$ cat src/rtl/plic_src_conditioner.sv
// Per-source interrupt conditioner placed in front of plic_top.
// Raw lines pass through polarity correction, a 2-flop synchronizer,
// an optional glitch filter, and level/edge shaping.
// Build option: define PLIC_SRC_FILTER_EN to enable the per-source glitch
// filter and the sticky glitch_o flags; without it stable_q follows the
// synchronizer directly (same timing as FILTER_LEN=1) and glitch_o is 0.
module plic_src_conditioner #(
  parameter int unsigned                N_SOURCE   = 30,
  parameter int unsigned                FILTER_LEN = 4,
  parameter logic [N_SOURCE-1:0]        ACTIVE_LOW = '0,
  localparam int unsigned               FCW        = $clog2(FILTER_LEN + 1)
) (
  input  logic                clk_i,
  input  logic                rst_i,
  input  logic [N_SOURCE-1:0] irq_raw_i,
  input  logic [N_SOURCE-1:0] le_cfg_i,
  input  logic [N_SOURCE-1:0] glitch_clr_i,
  output logic [N_SOURCE-1:0] irq_sources_o,
  output logic [N_SOURCE-1:0] le_o,
  output logic [N_SOURCE-1:0] glitch_o
);

  logic [N_SOURCE-1:0] s1_q;
  logic [N_SOURCE-1:0] s2_q;
  logic [N_SOURCE-1:0] stable_q;
  logic [N_SOURCE-1:0] stable_d;
  logic [N_SOURCE-1:0] prev_q;

`ifdef PLIC_SRC_FILTER_EN
  logic [N_SOURCE-1:0][FCW-1:0] cnt_q;
  logic [N_SOURCE-1:0][FCW-1:0] cnt_d;
  logic [N_SOURCE-1:0]          glitch_d;

  // Filter next-state: accept a change only after FILTER_LEN stable samples
  always_comb begin
    stable_d = stable_q;
    cnt_d    = '0;
    glitch_d = glitch_q_clr(glitch_o, glitch_clr_i);
    for (int i = 0; i < int'(N_SOURCE); i++) begin
      if (s2_q[i] != stable_q[i]) begin
        if (cnt_q[i] == FCW'(FILTER_LEN - 1)) begin
          stable_d[i] = s2_q[i];
        end else begin
          cnt_d[i] = cnt_q[i] + FCW'(1);
        end
      end else if (cnt_q[i] != '0) begin
        // A change that reverted before acceptance; set beats a same-cycle clear
        glitch_d[i] = 1'b1;
      end
    end
  end

  function automatic logic [N_SOURCE-1:0] glitch_q_clr(input logic [N_SOURCE-1:0] flags,
                                                       input logic [N_SOURCE-1:0] clr);
    return flags & ~clr;
  endfunction

  // Filter counters and sticky glitch flags
  always_ff @(posedge clk_i) begin
    if (rst_i) begin
      cnt_q    <= '0;
      glitch_o <= '0;
    end else begin
      cnt_q    <= cnt_d;
      glitch_o <= glitch_d;
    end
  end
`else
  logic unused_filter_cfg;

  // No filter: every synchronized sample is accepted immediately
  always_comb begin
    stable_d = s2_q;
  end

  assign glitch_o          = '0;
  assign unused_filter_cfg = ^{glitch_clr_i, 1'(FILTER_LEN), 1'(FCW)};
`endif

  // Synchronizer, accepted level, shaping and mode registers
  always_ff @(posedge clk_i) begin
    if (rst_i) begin
      s1_q          <= '0;
      s2_q          <= '0;
      stable_q      <= '0;
      prev_q        <= '0;
      irq_sources_o <= '0;
      le_o          <= '0;
    end else begin
      s1_q          <= irq_raw_i ^ ACTIVE_LOW;
      s2_q          <= s1_q;
      stable_q      <= stable_d;
      prev_q        <= stable_q;
      // Level: pass stable_q; edge: only the cycle right after an accepted rise
      irq_sources_o <= stable_q & ~(le_cfg_i & prev_q);
      le_o          <= le_cfg_i;
    end
  end

endmodule

$ cat config.mk
export PLATFORM = sky130hd
export DESIGN_NAME = plic_src_conditioner
export DESIGN_NICKNAME = d
export VERILOG_FILES = /design/src/rtl/plic_src_conditioner.sv
export SDC_FILE = /design/constraint.sdc
export NUM_CORES = 1
export LEC_CHECK = 0
export ABC_CLOCK_PERIOD_IN_PS = 800
export CAP_MARGIN = 5
export CORE_MARGIN = 3
export CORE_UTILIZATION = 40
export CTS_CLUSTER_DIAMETER = 60
export CTS_CLUSTER_SIZE = 25
export DETAILED_ROUTE_END_ITERATION = 16
export PLACE_DENSITY = 0.74
export SETUP_SLACK_MARGIN = 0.05
export SYNTH_ARGS = -nofsm -noshare
export SYNTH_HDL_FRONTEND = slang
export SYNTH_SLANG_ARGS = --single-unit
$ cat constraint.sdc
create_clock -name clk_i -period 0.8 [get_ports clk_i]
set_clock_uncertainty 0.1 [all_clocks]
set_input_delay 0.16 -clock clk_i [delete_from_list [all_inputs] [get_ports clk_i]]
set_output_delay 0.16 -clock clk_i [all_outputs]
set_load 0.005 [all_outputs]
==> results.sh, run 1 <==
export IMPL_outcome="finished, violations left"
export IMPL_violations="setup timing"
export IMPL_rows=40
export IMPL_grt_pass1_vias=2949
export IMPL_yosys_register_bits=180
export IMPL_die_area_sq_um=14200
export IMPL_critPathBufInv=1
export IMPL_htreeDepth=4
export IMPL_critical_path_class="reg -> out"
export IMPL_power_switching_mw=3.81
export IMPL_grt_first_pass_wirelength_um=14400
export IMPL_yosysTopAreaCellShare_pct=70.6
export IMPL_yosysSeqAreaShare_pct=70.6
export IMPL_required_ps=540
export IMPL_vias=2884
export IMPL_power_density_nw_per_um2=2600
export IMPL_max_freq_ghz=0.895
export IMPL_critPathLaunchType="flop"
export IMPL_clk_latency_ps=410
export IMPL_place_ws_ps=-343
export IMPL_vdd_drop_max_mv=1.50
export IMPL_synth_area_leaders="dfxtp_1 71%, nor2b_1 17%, buf_4 4.4%, a21boi_0 4.3%, nor2b_2 1.7%"
export IMPL_yosys_warnings=0
export IMPL_final_util_pct=58.9
export IMPL_tns_ps=-17210
export IMPL_worst_slack_ps=-318
export IMPL_place_gp_congestion=0.699
export IMPL_hold_ws_ps=1.49
export IMPL_grt_max_degree=36
export IMPL_p_int_mw=14.9
export IMPL_fin_crit_sh_pct=140
export IMPL_clock_power_share_pct=44.7
export IMPL_ant_nets=0
export IMPL_drc=0
export IMPL_placedInstanceArea_sq_um=6470
export IMPL_rsz0062_at_grt="yes"
export IMPL_grt_busiest_layer="met2"
export IMPL_crit_arrival_ps=860
export IMPL_finalHoldViolations=0
export IMPL_synth_cell_type_count=10
export IMPL_clock_path_buffers=2
export IMPL_drv_cap=0
export IMPL_worstPathMaxFanout=1
export IMPL_min_path_type="in -> reg"
export IMPL_crit_path_end_kind="output port"
export IMPL_combPwrFrac_pct=5.3
export IMPL_swShare_pct=20.3
export IMPL_crit_slowest_cell="dfxtp_2"
export IMPL_p_leak_nw=3.01
export IMPL_cts_tree="built"
export IMPL_avgSynthCellArea_sq_um=12.5
export IMPL_synth_top_area_cell="dfxtp_1"
export IMPL_crit_chain="buf_6"
export IMPL_critical_path_top_delay_family="flip-flops"
export IMPL_seq_power_share_pct=50.0
export IMPL_drt_iter0_markers=83
export IMPL_area_growth_pct=41.4
export IMPL_layout_common_cells="137 x dfxtp_1, 120 x nor2b_1, 60 x clkdlybuf4s50_1"
export IMPL_fin_crit_ps=1120
export IMPL_crit_path_max_incr_delay_ps=330
export IMPL_drive_above_1_share_pct=37.0
export IMPL_dpl_hpwl_um=5990
export IMPL_syn_area_sq_um=5100
export IMPL_slew_violations=0
export IMPL_pin_count=182
export IMPL_port_buffer_count=121
export IMPL_met3_usage_pct=4.80
export IMPL_grt_use_met2_pct=21.5
export IMPL_numCtsBuffers=17
export IMPL_use_met1_pct=14.0
export IMPL_gr_usage_all_layers_pct=12.9
export IMPL_die_h_um=119
export IMPL_vias_per_cell=3.97
export IMPL_setup_viol_count_final=61
export IMPL_grt_ovfl_total=0
export IMPL_final_area_sq_um=7220
export IMPL_core_sq_um=12300
export IMPL_fp_dieW_um=119
export IMPL_routedWlPerCell_um=12.3
export IMPL_drt_wl_total_um=8960
export IMPL_cts_root_buffer="clkbuf_16"
export IMPL_n_antenna_cell=0
export IMPL_cts_sinks=180
export IMPL_layout_commonest_cell="dfxtp_1"
export IMPL_finish_net_count=638
export IMPL_start_util_pct=41.6
export IMPL_first_pass_iters=4
export IMPL_antenna_found_initial=0
export IMPL_syn_instance_count=407
export IMPL_cts_clk_slew_worst_paths_ps=60
-- final cells by class --
cell class	count	area (sq um)
repair buffers	137	1150
clock buffers	18	439
fillers	950	5040
well taps	168	210
flip-flops and latches	180	3660
multi-input cells	210	1590
clock inverters	14	176
-- state kept, by name (all words and copies together), names as in the netlist --
register       count
s1_q              30
le_o              30
prev_q            30
stable_q          30
s2_q              30
irq_sources_o     30
-- per-stage QoR --
stage | total power [mW] | instances
after global placement | 10.5 | 693
after floorplan | 10.0 | 436
after CTS | 18.9 | 725
after detailed placement | 10.5 | 693
final | 18.7 | 727
after global routing | 19.4 | 727
-- worst paths after layout --
kind / slack (ps) / cells after the start / to / from
max: -320 / 1 / irq_sources_o[8] / irq_sources_o[8]$_SDFF_PP0_
min: 1 / 2 / prev_q[8]$_SDFF_PP0_ / rst_i
max reg2reg: -10 / 2 / irq_sources_o[27]$_SDFF_PP0_ / stable_q[27]$_SDFF_PP0_
min reg2reg: 300 / 1 / irq_sources_o[26]$_SDFF_PP0_ / prev_q[26]$_SDFF_PP0_
-- per-layer routing --
layer / up-vias / wire length (um)
li1: 1472 / -
met1: 1272 / 3720
met2: 116 / 4340
met3: 24 / 619
met4: 0 / 280
met5: - / 0
-- cell usage after synthesis, drive strengths merged --
| library cell | number |
|---|---|
| dfxtp | 180 |
| nor2b | 147 |
| buf | 45 |
| a21boi | 30 |
| and2b | 3 |
| clkbuf | 1 |
| conb | 1 |
-- power groups by stage --
| stage | Sequential [mW] | Combinational (mW) | Clock (mW) |
|---|---|---|---|
| floorplan | 9.54 | 0.463 | 0 |
| global placement | 9.53 | 0.969 | 0 |
| detailed placement | 9.54 | 0.989 | 0 |
| CTS | 9.35 | 0.982 | 8.52 |
| global route | 9.39 | 1.09 | 8.92 |
| finish | 9.36 | 0.999 | 8.37 |
-- cells by family (layout without fill, tap and decap cells) --
kind of cell	Yosys count	in the layout	share of synthesized area, %
AND/OR/NAND/NOR	150	150	18.9
other	1	30	0.0735
AO/OA/AOI/OAI	30	30	4.41
buffers and inverters	46	169	5.98
flip-flops	180	180	70.6
-- timing repair --
action	CTS	global route
resized for setup	356	38
endpoints found under the setup margin	90	90
pin swaps	0	0
setup buffers	0	2
endpoints found under the hold margin	2	0
Power figures use the tool's default switching activity.
==> inputs of run 2 (changes only) <==
--- a/config.mk
+++ b/config.mk
@@ -14,6 +14,7 @@
 export DETAILED_ROUTE_END_ITERATION = 16
 export PLACE_DENSITY = 0.74
 export SETUP_SLACK_MARGIN = 0.05
+export SKIP_CTS_REPAIR_TIMING = 1
 export SYNTH_ARGS = -nofsm -noshare
 export SYNTH_HDL_FRONTEND = slang
 export SYNTH_SLANG_ARGS = --single-unit
==> run 2 against run 1 <==
The flow still finishes with violations (setup timing); clock power hardly changed; count of clock-buffer cells in the layout stayed put; register-to-register slack hardly changed; critical path depth stayed put; sequential power hardly changed; power hardly changed.
==> results.sh, run 2 (same netlist as run 1, synthesis figures left out) <==
export IMPL_htreeDepth=4
export IMPL_final_util_pct=58.7
export IMPL_ant_nets=0
export IMPL_drive_above_1_share_pct=38.7
export IMPL_critical_path_top_delay_family="flip-flops"
export IMPL_setup_viol_count_final=61
export IMPL_grt_ovfl_total=0
export IMPL_layout_common_cells="127 x dfxtp_1, 120 x nor2b_1, 60 x clkdlybuf4s50_1"
export IMPL_rsz0062_at_grt="yes"
export IMPL_cts_clk_slew_worst_paths_ps=60
export IMPL_crit_chain="buf_6"
export IMPL_outcome="finished, violations left"
export IMPL_place_ws_ps=-343
export IMPL_start_util_pct=41.6
export IMPL_tns_ps=-17160
export IMPL_fin_crit_ps=1120
export IMPL_clock_path_buffers=2
export IMPL_core_sq_um=12300
export IMPL_cts_tree="built"
export IMPL_crit_slowest_cell="dfxtp_2"
export IMPL_die_area_sq_um=14200
export IMPL_vias=2865
export IMPL_finish_net_count=637
export IMPL_rows=40
export IMPL_cts_sinks=180
export IMPL_worstPathMaxFanout=1
export IMPL_antenna_found_initial=0
export IMPL_hold_ws_ps=4.45
export IMPL_routedWlPerCell_um=12.5
export IMPL_required_ps=540
export IMPL_place_gp_congestion=0.699
export IMPL_fp_dieW_um=119
export IMPL_critical_path_class="reg -> out"
export IMPL_p_leak_nw=2.99
export IMPL_critPathLaunchType="flop"
export IMPL_numCtsBuffers=17
export IMPL_slew_violations=0
export IMPL_port_buffer_count=121
export IMPL_drt_wl_total_um=9060
export IMPL_min_path_type="in -> reg"
export IMPL_grt_max_degree=36
export IMPL_fin_crit_sh_pct=140
export IMPL_wl_met2_um=4460
export IMPL_gr_usage_all_layers_pct=12.3
export IMPL_drt_iter0_markers=82
export IMPL_grt_pass1_vias=2827
export IMPL_crit_path_end_kind="output port"
export IMPL_pin_count=182
export IMPL_drv_cap=0
export IMPL_power_density_nw_per_um2=2600
export IMPL_worst_slack_ps=-320
export IMPL_grt_first_pass_wirelength_um=13600
export IMPL_met3_length_um=517
export IMPL_n_antenna_cell=0
export IMPL_crit_path_max_incr_delay_ps=330
export IMPL_crit_arrival_ps=860
export IMPL_finalHoldViolations=0
export IMPL_vias_per_cell=3.95
export IMPL_first_pass_iters=4
export IMPL_drc=0
export IMPL_violations="setup timing"
export IMPL_layout_commonest_cell="dfxtp_1"
export IMPL_vdd_drop_max_mv=1.50
export IMPL_area_growth_pct=41.1
export IMPL_max_freq_ghz=0.893
export IMPL_wl_met1_um=3840
export IMPL_dpl_hpwl_um=5990
export IMPL_clk_latency_ps=410
export IMPL_critPathBufInv=1
export IMPL_die_h_um=119
export IMPL_cts_root_buffer="clkbuf_16"
export IMPL_placedInstanceArea_sq_um=6470
export IMPL_final_area_sq_um=7200
export IMPL_topRoutingLayerUsed="met4"
## run 2: cell types whose count changed in the layout (fill, tap and decap cells not counted), sizes merged
cell    change
clkbuf     +24
buf        -25
## run 2: worst reg2reg max path, delay by kind of cell (launching register included)
kind	cells	cell delay (ps)
DFF	1	290
AOI/OAI and AO/OA	1	160
and+or+nand+nor	1	150
## run 2: path summary, 6_finish.rpt
check,start,to,slack [ps],depth (start not counted)
worst min-delay path,rst_i,prev_q[8]$_SDFF_PP0_,4,2
worst max-delay path,irq_sources_o[8]$_SDFF_PP0_,irq_sources_o[8],-320,1
worst min register to register,prev_q[1]$_SDFF_PP0_,irq_sources_o[1]$_SDFF_PP0_,300,1
worst max register to register,stable_q[27]$_SDFF_PP0_,irq_sources_o[27]$_SDFF_PP0_,-20,2
## run 2: power breakdown
part / internal, mW / switching [mW]
clock: 5.04 / 3.34
sequential: 9.29 / 0.0799
combinational: 0.599 / 0.395
## run 2: area by class of cell
type / count / area (sq um)
clock inverters: 14 / 176
flip-flops and latches: 180 / 3670
multi-input cells: 210 / 1590
clock buffers: 18 / 439
well taps: 168 / 210
fillers: 950 / 5060
repair buffers: 136 / 1120
## run 2: metrics by stage
step                total power, mW  instances
floorplan                      10.0        436
global placement               10.5        693
detailed placement             10.5        693
CTS                            18.9        725
global route                   19.4        726
finish                         18.7        726
## run 2: layer usage
layer  up-vias  GRT usage (%)
met1      1264           13.9
met4         0           6.95
li1       1468              -
met2       111           20.3
met5         -              0
met3        22           4.08
